`config.mk`:
```
export PLATFORM = sky130hd
export DESIGN_NAME = uart_word_rx
export DESIGN_NICKNAME = d
export VERILOG_FILES = /design/src/rtl/uart_pkg.sv /design/src/rtl/uart_rx_byte.sv /design/src/rtl/uart_word_rx.sv
export SDC_FILE = /design/constraint.sdc
export NUM_CORES = 1
export LEC_CHECK = 0
export ABC_CLOCK_PERIOD_IN_PS = 2600
export CORE_AREA = 3 3 94 96
export DETAILED_ROUTE_END_ITERATION = 8
export DIE_AREA = 0 0 97 99
export PLACE_DENSITY = 0.74
export SLEW_MARGIN = 15
export SYNTH_ARGS = -nofsm -noshare
export SYNTH_HDL_FRONTEND = slang
export SYNTH_SLANG_ARGS = --single-unit
```
`constraint.sdc`:
```
create_clock -name clk -period 2.6 [get_ports clk]
set_clock_uncertainty 0.2 [all_clocks]
set_input_delay 0.52 -clock clk [delete_from_list [all_inputs] [get_ports clk]]
set_output_delay 0.52 -clock clk [all_outputs]
set_load 0.005 [all_outputs]
```
`src/rtl/uart_pkg.sv`:
```
// Shared types and widths for the UART word receiver.
// Optional parity checking is enabled with UART_RX_PARITY_EN.
package uart_pkg;

  localparam int DATA_W         = 32;
  localparam int BYTES_PER_WORD = 4;
  localparam int BYTE_W         = 8;

  typedef enum logic [2:0] {
    S_IDLE,
    S_START,
    S_DATA,
    S_PARITY,
    S_STOP,
    S_BREAK
  } rx_state_e;

endpackage

```
`src/rtl/uart_rx_byte.sv`:
```
// Synchroniser, byte FSM and bit timing for one serial frame.
// Defining UART_RX_PARITY_EN inserts an even-parity bit before the stop bit.
module uart_rx_byte
  import uart_pkg::*;
#(
  parameter int CLKS_PER_BIT = 434
) (
  input  logic              clk,
  input  logic              reset,
  input  logic              rx,
  output logic [BYTE_W-1:0] rx_byte,
  output logic              byte_valid,
  output logic              frame_err,
  output logic              parity_err,
  output logic              start_det,
  output logic              idle,
  output logic              busy
);

  localparam int CW = $clog2(CLKS_PER_BIT);
  localparam logic [CW-1:0] HALF_LAST = CW'(CLKS_PER_BIT / 2 - 1);
  localparam logic [CW-1:0] BIT_LAST  = CW'(CLKS_PER_BIT - 1);

  rx_state_e         state_q, state_d;
  logic [2:0]        line_q, line_d;
  logic [CW-1:0]     cnt_q, cnt_d;
  logic [2:0]        bit_q, bit_d;
  logic [BYTE_W-1:0] sh_q, sh_d;
  logic              perr_q, perr_d;
  logic              rxs;

  // line_q[1] is the synchronised line, line_q[2] its previous value
  assign rxs     = line_q[1];
  assign line_d  = {line_q[1:0], rx};
  assign rx_byte = sh_q;
  assign idle    = (state_q == S_IDLE);
  assign busy    = (state_q != S_IDLE) && (state_q != S_BREAK);

  always_comb begin
    state_d    = state_q;
    cnt_d      = cnt_q + 1'b1;
    bit_d      = bit_q;
    sh_d       = sh_q;
    perr_d     = perr_q;
    byte_valid = 1'b0;
    frame_err  = 1'b0;
    parity_err = 1'b0;
    start_det  = 1'b0;
    unique case (state_q)
      S_IDLE: begin
        cnt_d = '0;
        if (line_q[2] && !rxs) begin
          state_d   = S_START;
          start_det = 1'b1;
          perr_d    = 1'b0;
        end
      end
      S_START: begin
        if (cnt_q == HALF_LAST) begin
          cnt_d   = '0;
          bit_d   = '0;
          state_d = rxs ? S_IDLE : S_DATA;
        end
      end
      S_DATA: begin
        if (cnt_q == BIT_LAST) begin
          cnt_d = '0;
          sh_d  = {rxs, sh_q[BYTE_W-1:1]};
          bit_d = bit_q + 3'd1;
          if (bit_q == 3'd7) begin
`ifdef UART_RX_PARITY_EN
            state_d = S_PARITY;
`else
            state_d = S_STOP;
`endif
          end
        end
      end
`ifdef UART_RX_PARITY_EN
      S_PARITY: begin
        if (cnt_q == BIT_LAST) begin
          cnt_d   = '0;
          state_d = S_STOP;
          if (^{sh_q, rxs}) begin
            parity_err = 1'b1;
            perr_d     = 1'b1;
          end
        end
      end
`endif
      S_STOP: begin
        if (cnt_q == BIT_LAST) begin
          cnt_d = '0;
          if (rxs) begin
            state_d    = S_IDLE;
            byte_valid = !perr_q;
          end else begin
            state_d   = S_BREAK;
            frame_err = 1'b1;
          end
        end
      end
      S_BREAK: begin
        cnt_d = '0;
        if (rxs) state_d = S_IDLE;
      end
      default: begin
        cnt_d   = '0;
        state_d = S_IDLE;
      end
    endcase
  end

  always_ff @(posedge clk or negedge reset) begin
    if (!reset) begin
      state_q <= S_IDLE;
      line_q  <= 3'b111;
      cnt_q   <= '0;
      bit_q   <= '0;
      sh_q    <= '0;
      perr_q  <= 1'b0;
    end else begin
      state_q <= state_d;
      line_q  <= line_d;
      cnt_q   <= cnt_d;
      bit_q   <= bit_d;
      sh_q    <= sh_d;
      perr_q  <= perr_d;
    end
  end

endmodule

```
`src/rtl/uart_word_rx.sv`:
```
// Packs four UART bytes little-endian into a word with a valid/ready output.
// Parity checking is compiled in with UART_RX_PARITY_EN.
module uart_word_rx
  import uart_pkg::*;
#(
  parameter int CLKS_PER_BIT = 434,
  parameter int TIMEOUT_BITS = 20
) (
  input  logic              clk,
  input  logic              reset,
  input  logic              uart_rx,
  output logic [DATA_W-1:0] data_out,
  output logic              data_valid,
  input  logic              data_ready,
  output logic              frame_err,
  output logic              parity_err,
  output logic              overrun,
  output logic              timeout_err,
  output logic              busy
);

  localparam int TMO   = TIMEOUT_BITS * CLKS_PER_BIT;
  localparam int TW    = $clog2(TMO + 1);
  localparam int LOW_W = BYTE_W * (BYTES_PER_WORD - 1);
  localparam logic [TW-1:0] TMO_LAST = TW'(TMO - 1);

  logic [BYTE_W-1:0] rx_byte;
  logic              byte_valid, fe_s, pe_s, start_det, idle;

  logic [1:0]        idx_q, idx_d;
  logic [LOW_W-1:0]  word_q, word_d;
  logic [DATA_W-1:0] data_q, data_d;
  logic              valid_q, valid_d;
  logic [TW-1:0]     tmo_q, tmo_d;
  logic              fe_q, pe_q, ov_q, ov_d, to_q, to_d;

  uart_rx_byte #(.CLKS_PER_BIT(CLKS_PER_BIT)) u_byte (
    .clk       (clk),
    .reset     (reset),
    .rx        (uart_rx),
    .rx_byte   (rx_byte),
    .byte_valid(byte_valid),
    .frame_err (fe_s),
    .parity_err(pe_s),
    .start_det (start_det),
    .idle      (idle),
    .busy      (busy)
  );

  always_comb begin
    idx_d   = idx_q;
    word_d  = word_q;
    data_d  = data_q;
    valid_d = valid_q & ~data_ready;
    tmo_d   = tmo_q;
    ov_d    = 1'b0;
    to_d    = 1'b0;
    if (byte_valid) begin
      if (idx_q == 2'd3) begin
        idx_d = 2'd0;
        if (!valid_q || data_ready) begin
          data_d  = {rx_byte, word_q};
          valid_d = 1'b1;
        end else begin
          ov_d = 1'b1;
        end
      end else begin
        idx_d = idx_q + 2'd1;
        case (idx_q)
          2'd0:    word_d[7:0]   = rx_byte;
          2'd1:    word_d[15:8]  = rx_byte;
          default: word_d[23:16] = rx_byte;
        endcase
      end
    end
    if (fe_s || pe_s) idx_d = 2'd0;
    // only a partial word sitting between frames can time out
    if (start_det || idx_q == 2'd0) begin
      tmo_d = '0;
    end else if (idle) begin
      if (tmo_q == TMO_LAST) begin
        tmo_d = '0;
        idx_d = 2'd0;
        to_d  = 1'b1;
      end else begin
        tmo_d = tmo_q + 1'b1;
      end
    end
  end

  always_ff @(posedge clk or negedge reset) begin
    if (!reset) begin
      idx_q   <= '0;
      word_q  <= '0;
      data_q  <= '0;
      valid_q <= 1'b0;
      tmo_q   <= '0;
      fe_q    <= 1'b0;
      pe_q    <= 1'b0;
      ov_q    <= 1'b0;
      to_q    <= 1'b0;
    end else begin
      idx_q   <= idx_d;
      word_q  <= word_d;
      data_q  <= data_d;
      valid_q <= valid_d;
      tmo_q   <= tmo_d;
      fe_q    <= fe_s;
      pe_q    <= pe_s;
      ov_q    <= ov_d;
      to_q    <= to_d;
    end
  end

  assign data_out    = data_q;
  assign data_valid  = valid_q;
  assign frame_err   = fe_q;
  assign parity_err  = pe_q;
  assign overrun     = ov_q;
  assign timeout_err = to_q;

endmodule
```
; Word-level counts from Yosys, hierarchy flattened
; Index checks and enable logic that the tools add are counted.
[op_classes]
eq_ne = 17
n_mux = 41
n_bitwise = 4
n_addsub = 4
reduce_logical = 20
[ops]
columns = cell, count
row1 = $mux 14, 3
row2 = $mux 3, 9
row3 = $mux 9, 2
row4 = $pmux 9 s2, 1
row5 = $mux 1, 17
row6 = $pmux 3 s5, 1
row7 = $reduce_and 3->1, 5
row8 = $add 14x1->14 const B, 1
row9 = $eq 14x14->1 const B, 1
row10 = $mux 2, 7
row11 = $ne 2x1->1 const B, 6
row12 = $add 9x1->9 const B, 1
row13 = $eq 3x3->1 const B, 3
row14 = $eq 9x8->1 const B, 1
row15 = $eq 9x9->1 const B, 1
row16 = $pmux 3 s2, 1
row17 = $reduce_and 6->1, 1
row18 = $reduce_bool 2->1, 2
row19 = $reduce_or 2->1, 2
row20 = $add 3x1->3 const B, 1
row21 = $eq 3x1->1 const B, 1
row22 = $eq 3x2->1 const B, 1
row23 = $logic_not 3->1, 1
row24 = $ne 3x3->1 const B, 1
row25 = other kinds (11), 16
[totals]
register_bits = 102
wordCells = 101

; Logic depth before layout (Yosys ltp)
[logic_depth]
word_depth = 8
ltp_mapped = 8

; Hierarchy
; From an unflattened synthesis, not the netlist that was laid out.
[hier_totals]
hier_cells = 364
hier_area_um2 = 4486.8
[by_module_without_submodules]
columns = mod, seq_area_each_um2, instances, cells_each, area_per_inst_um2
row1 = uart_word_rx, 1926.8, 1, 233, 3159.3
row2 = uart_rx_byte, 654.4, 1, 131, 1327.5

; Worst setup path after synthesis
; No wires, ideal clock.
[synth_timing]
path_kind = reg-to-reg
from = register idx_q[0]
to = register tmo_q[12]
path_stages_with_launch = 7
path_buffers = 1
path_slack_ns = 0.478
t_arrival_ns = 1.828
period_less_slack_ns = 2.122
path_cell_list = dfrtp_1 -> inv_1 -> ha_1 -> clkbuf_1 -> o21ai_2 -> or4_1 -> a211oi_1
[synth_between]
elab_chain_cells = 3
elab_cells_between_ends = 4
[synth_rtl]
columns = element, line
row1 = from (decl), uart_word_rx.sv:30  ; logic [1:0] idx_q, idx_d;
row2 = from (signal assigned), uart_word_rx.sv:103  ; idx_q <= idx_d;
row3 = $logic_not 2->1 (*), uart_word_rx.sv:78  ; if (start_det || idx_q == 2'd0) begin
row4 = $logic_or 1x1->1 (*), uart_word_rx.sv:78
row5 = $mux 14 / $reduce_bool 2->1 (equally long branches), -
row6 = to (signal assigned), uart_word_rx.sv:107  ; tmo_q <= tmo_d;
row7 = to (decl), uart_word_rx.sv:34  ; logic [TW-1:0] tmo_q, tmo_d;
; Every way passes the cells marked *; elsewhere a longest branch is shown, timed or not.
; A chain may end at the register's enable or synchronous reset.

; Final worst setup path
[layout_timing]
from = register u_byte.state_q[2]
to = output busy
[layout_between]
elab_chain_cells = 2
elab_cells_between_ends = 3
[layout_rtl]
columns = element, line
row1 = from (decl), uart_rx_byte.sv:24  ; rx_state_e state_q, state_d;
row2 = from (signal assigned), uart_rx_byte.sv:123  ; state_q <= state_d;
row3 = $ne 3x3->1 / $reduce_bool 3->1 (equally long branches), uart_rx_byte.sv:37  ; assign busy = (state_q != S_IDLE) && (state_q != S_BREAK);
row4 = $logic_and 1x1->1 (*), uart_rx_byte.sv:37
row5 = to (decl), uart_word_rx.sv:19  ; output logic busy
; Marked as above.

==> flow_summary.ini <==
[status]
status = finished clean

[timing]
slew_headroom = 0.563
final.min_clock_period_ns = 2.48
fin_crit_sh = 0.952
slew_viol_final = 0
fmax_mhz = 404
hold_viol = 0
tns_ns = 0
worstMarginPinSlew_ns = 0.656
finalSetupViolCount = 0
rsz0062_at_grt = no

[yosys]
synth_nets = 355
ys_ff_latch = 102
synth_warnings = 0
synth_cell_types = 57
synthTopCellsByCount = 99 x dfrtp_1, 34 x mux2_2, 30 x mux2_4, 14 x nor2_1, 13 x nand2_1
syn-instance-count = 341
synth.most_common_cell = dfrtp_1
ys_async_sr_fraction = 1.00
synth-edff-count = 0
syn_avg_cell_area_um2 = 13.5
ys_seq_area_frac = 0.554
yosysTopAreaCell = dfrtp_1
ys.flop_type = dfrtp_1
synth_area_um2 = 4610
synth_top_area_frac = 0.537
ys_top_cells_by_area = dfrtp_1 54%, mux2_4 9.8%, mux2_2 8.3%, ha_1 2.7%, xor2_1 1.9%

[clock_tree]
clkLatencyLatePin_ns = 0.37
cts_tree = yes
cts.sinks = 102
clockBufferDepth = 2
cts_buffers = 9
cts_root_buf = clkbuf_8
post_cts_buffers = 0
cts.clk_slew.worst_paths_ns = 0.10
htreeDepth = 3

[critical_path]
critical_path.cell_chain = and2_1 > o21ai_1 > clkdlybuf4s50_1
slowest_stage = clkdlybuf4s50_1
cp_max_fo = 9
path_class = reg2out
critPathLaunchType = flip-flop
end_kind = output pin
required_ns = 1.88
worst_ep_arrival_time_ns = 1.76
cp_slowest_stage_delay_ns = 0.53

[placement]
placed_area_um2 = 5160
gp_congestion = 0.795
portBuffers = 40
dpl.hpwl_um = 5790

[routing]
dr.pass1.iters = 4
drt_iter0_markers = 135
wl_per_cell_um = 16.8
num_vias = 2856
antenna_left = 0
wl_met1_um = 3840
top_layer_used = met4
route.met2.wl_um = 4200
wl_met3_um = 279
drc = 0
wirelength_um = 8410
drt-vias-per-instance = 5.70

[power]
power_density_nw_per_um2 = 557
total_power_mw = 2.99
p_leak_nw = 2.51
ir_drop_uv = 492

[grt]
grt_overflow_total = 0
grt_pass1_wl_um = 14400
grt_max_degree = 52
grt_pass1_vias = 2921
antenna_found_initial = 0
grt_use_total = 0.185

[floorplan]
die_h_um = 99
start_util = 0.567
io_pins = 42
die_x_um = 97
die_area_um2 = 9600
coreArea_um2 = 8130
rows = 33

[cells_and_area]
nets = 405
multi_input_area_um2 = 1920
n_antenna_cell = 0
drive_gt1_frac = 0.275
fin_area_um2 = 5360
regArea_um2 = 2560
fill_cells = 609
syn2layout_area_growth_pct = 16.2

[worst_hold_path]
hold_class = reg2reg

[run]
maxCapViolCount = 0
==> state kept, by name, summed over array words and instances, names as in the netlist <==
signal,count
u_byte.line_q,3
data_valid,1
timeout_err,1
u_byte.bit_q,3
tmo_q,14
overrun,1
idx_q,2
u_byte.rx_byte,8
u_byte.cnt_q,9
word_q,24
data_out,32
frame_err,1
u_byte.state_q,3
==> power breakdown <==
| part | internal, mW | switching, mW | leakage [nW] |
|---|---|---|---|
| combinational | 0.143 | 0.218 | 1.03 |
| clock | 0.362 | 0.568 | 0.0814 |
| sequential | 1.62 | 0.0704 | 1.41 |
| total | 2.13 | 0.857 | 2.51 |
==> path summary, 6_finish.rpt <==
check / startpoint / to / slack (ns) / cells after the start
max: u_byte.state_q[2]$_DFFE_PN0P_ / busy / 0.12 / 3
min: u_byte.line_q[0]$_DFF_PN1_ / u_byte.line_q[1]$_DFF_PN1_ / 0.16 / 0
max reg2reg: u_byte.cnt_q[1]$_DFF_PN0_ / word_q[21]$_DFFE_PN0P_ / 0.21 / 6
min reg2reg: u_byte.line_q[0]$_DFF_PN1_ / u_byte.line_q[1]$_DFF_PN1_ / 0.16 / 0
max in group asynchronous: reset / u_byte.line_q[0]$_DFF_PN1_ / 1.01 / 3
min in group asynchronous: reset / data_out[11]$_DFFE_PN0P_ / 0.50 / 2
==> routing by layer <==
metal / up-vias / track usage
li1: 1340 / -
met4: 0 / 0.0616
met1: 1450 / 0.238
met5: - / 0
met3: 10 / 0.0375
met2: 56 / 0.318
==> layout make-up <==
type	count	area share
multi-input combinational	216	0.359
inverter	10	0.00700
timing repair buffer	52	0.0985
clock buffer	10	0.0238
sequential	102	0.477
tap	105	0.0245
clock inverter	6	0.00957
==> cells in the final DEF (no fill, tap or decap), drive strengths merged, types with 3 or more instances in the layout <==
cell type,Yosys,routed
nor2,14,14
nand2,13,13
or4,4,4
clkdlybuf4s50,0,39
buf,11,12
ha,10,10
dfrtp,99,99
nor3,7,7
and4,5,5
a211oi,7,7
o2111ai,3,3
a21oi,5,5
clkbuf,2,10
and3,5,5
mux2,64,64
clkinvlp,0,3
xor2,10,10
nand2b,4,4
nand4,7,7
nor2b,3,3
nand3,10,10
o31ai,4,4
o21ai,10,10
dfstp,3,3
inv,10,13
==> metrics by stage <==
stage / cells / hold slack (ns) / setup slack, ns / util
floorplan: 341 / 0.0244 / 0.478 / -
global placement: 484 / 0.147 / 0.254 / 0.635
detailed placement: 484 / 0.147 / 0.174 / 0.635
CTS: 501 / 0.162 / 0.0369 / 0.659
global route: 501 / 0.171 / 0.0261 / 0.659
finish: 501 / 0.161 / 0.124 / 0.659
==> cell families (layout without fill, tap and decap cells) <==
group,count (synthesis),count (layout),share of synthesized area
AO/OA/AOI/OAI,44,44,0.0697
XOR/XNOR,12,12,0.0228
adder cells (fa/ha/maj),10,10,0.0271
buffers and inverters,23,78,0.0293
flip-flops,102,102,0.554
multiplexers,64,64,0.181
other,1,1,0.000813
AND/OR/NAND/NOR,85,85,0.115
==> critical path, delay by kind of cell, from the launching register on <==
family          cells  cell delay (ns)
flops               1             0.50
buf+inv             1             0.53
simple gates        1             0.20
compound gates      1             0.17
==> repair_timing <==
| item | CTS | global route |
|---|---|---|
| setup endpoints to repair | 1 | 9 |
| hold buffers | 1 | 0 |
| endpoints found under the hold margin | 48 | 0 |
| gates resized for setup | 3 | 2 |
(Power assumes the default switching activity.)
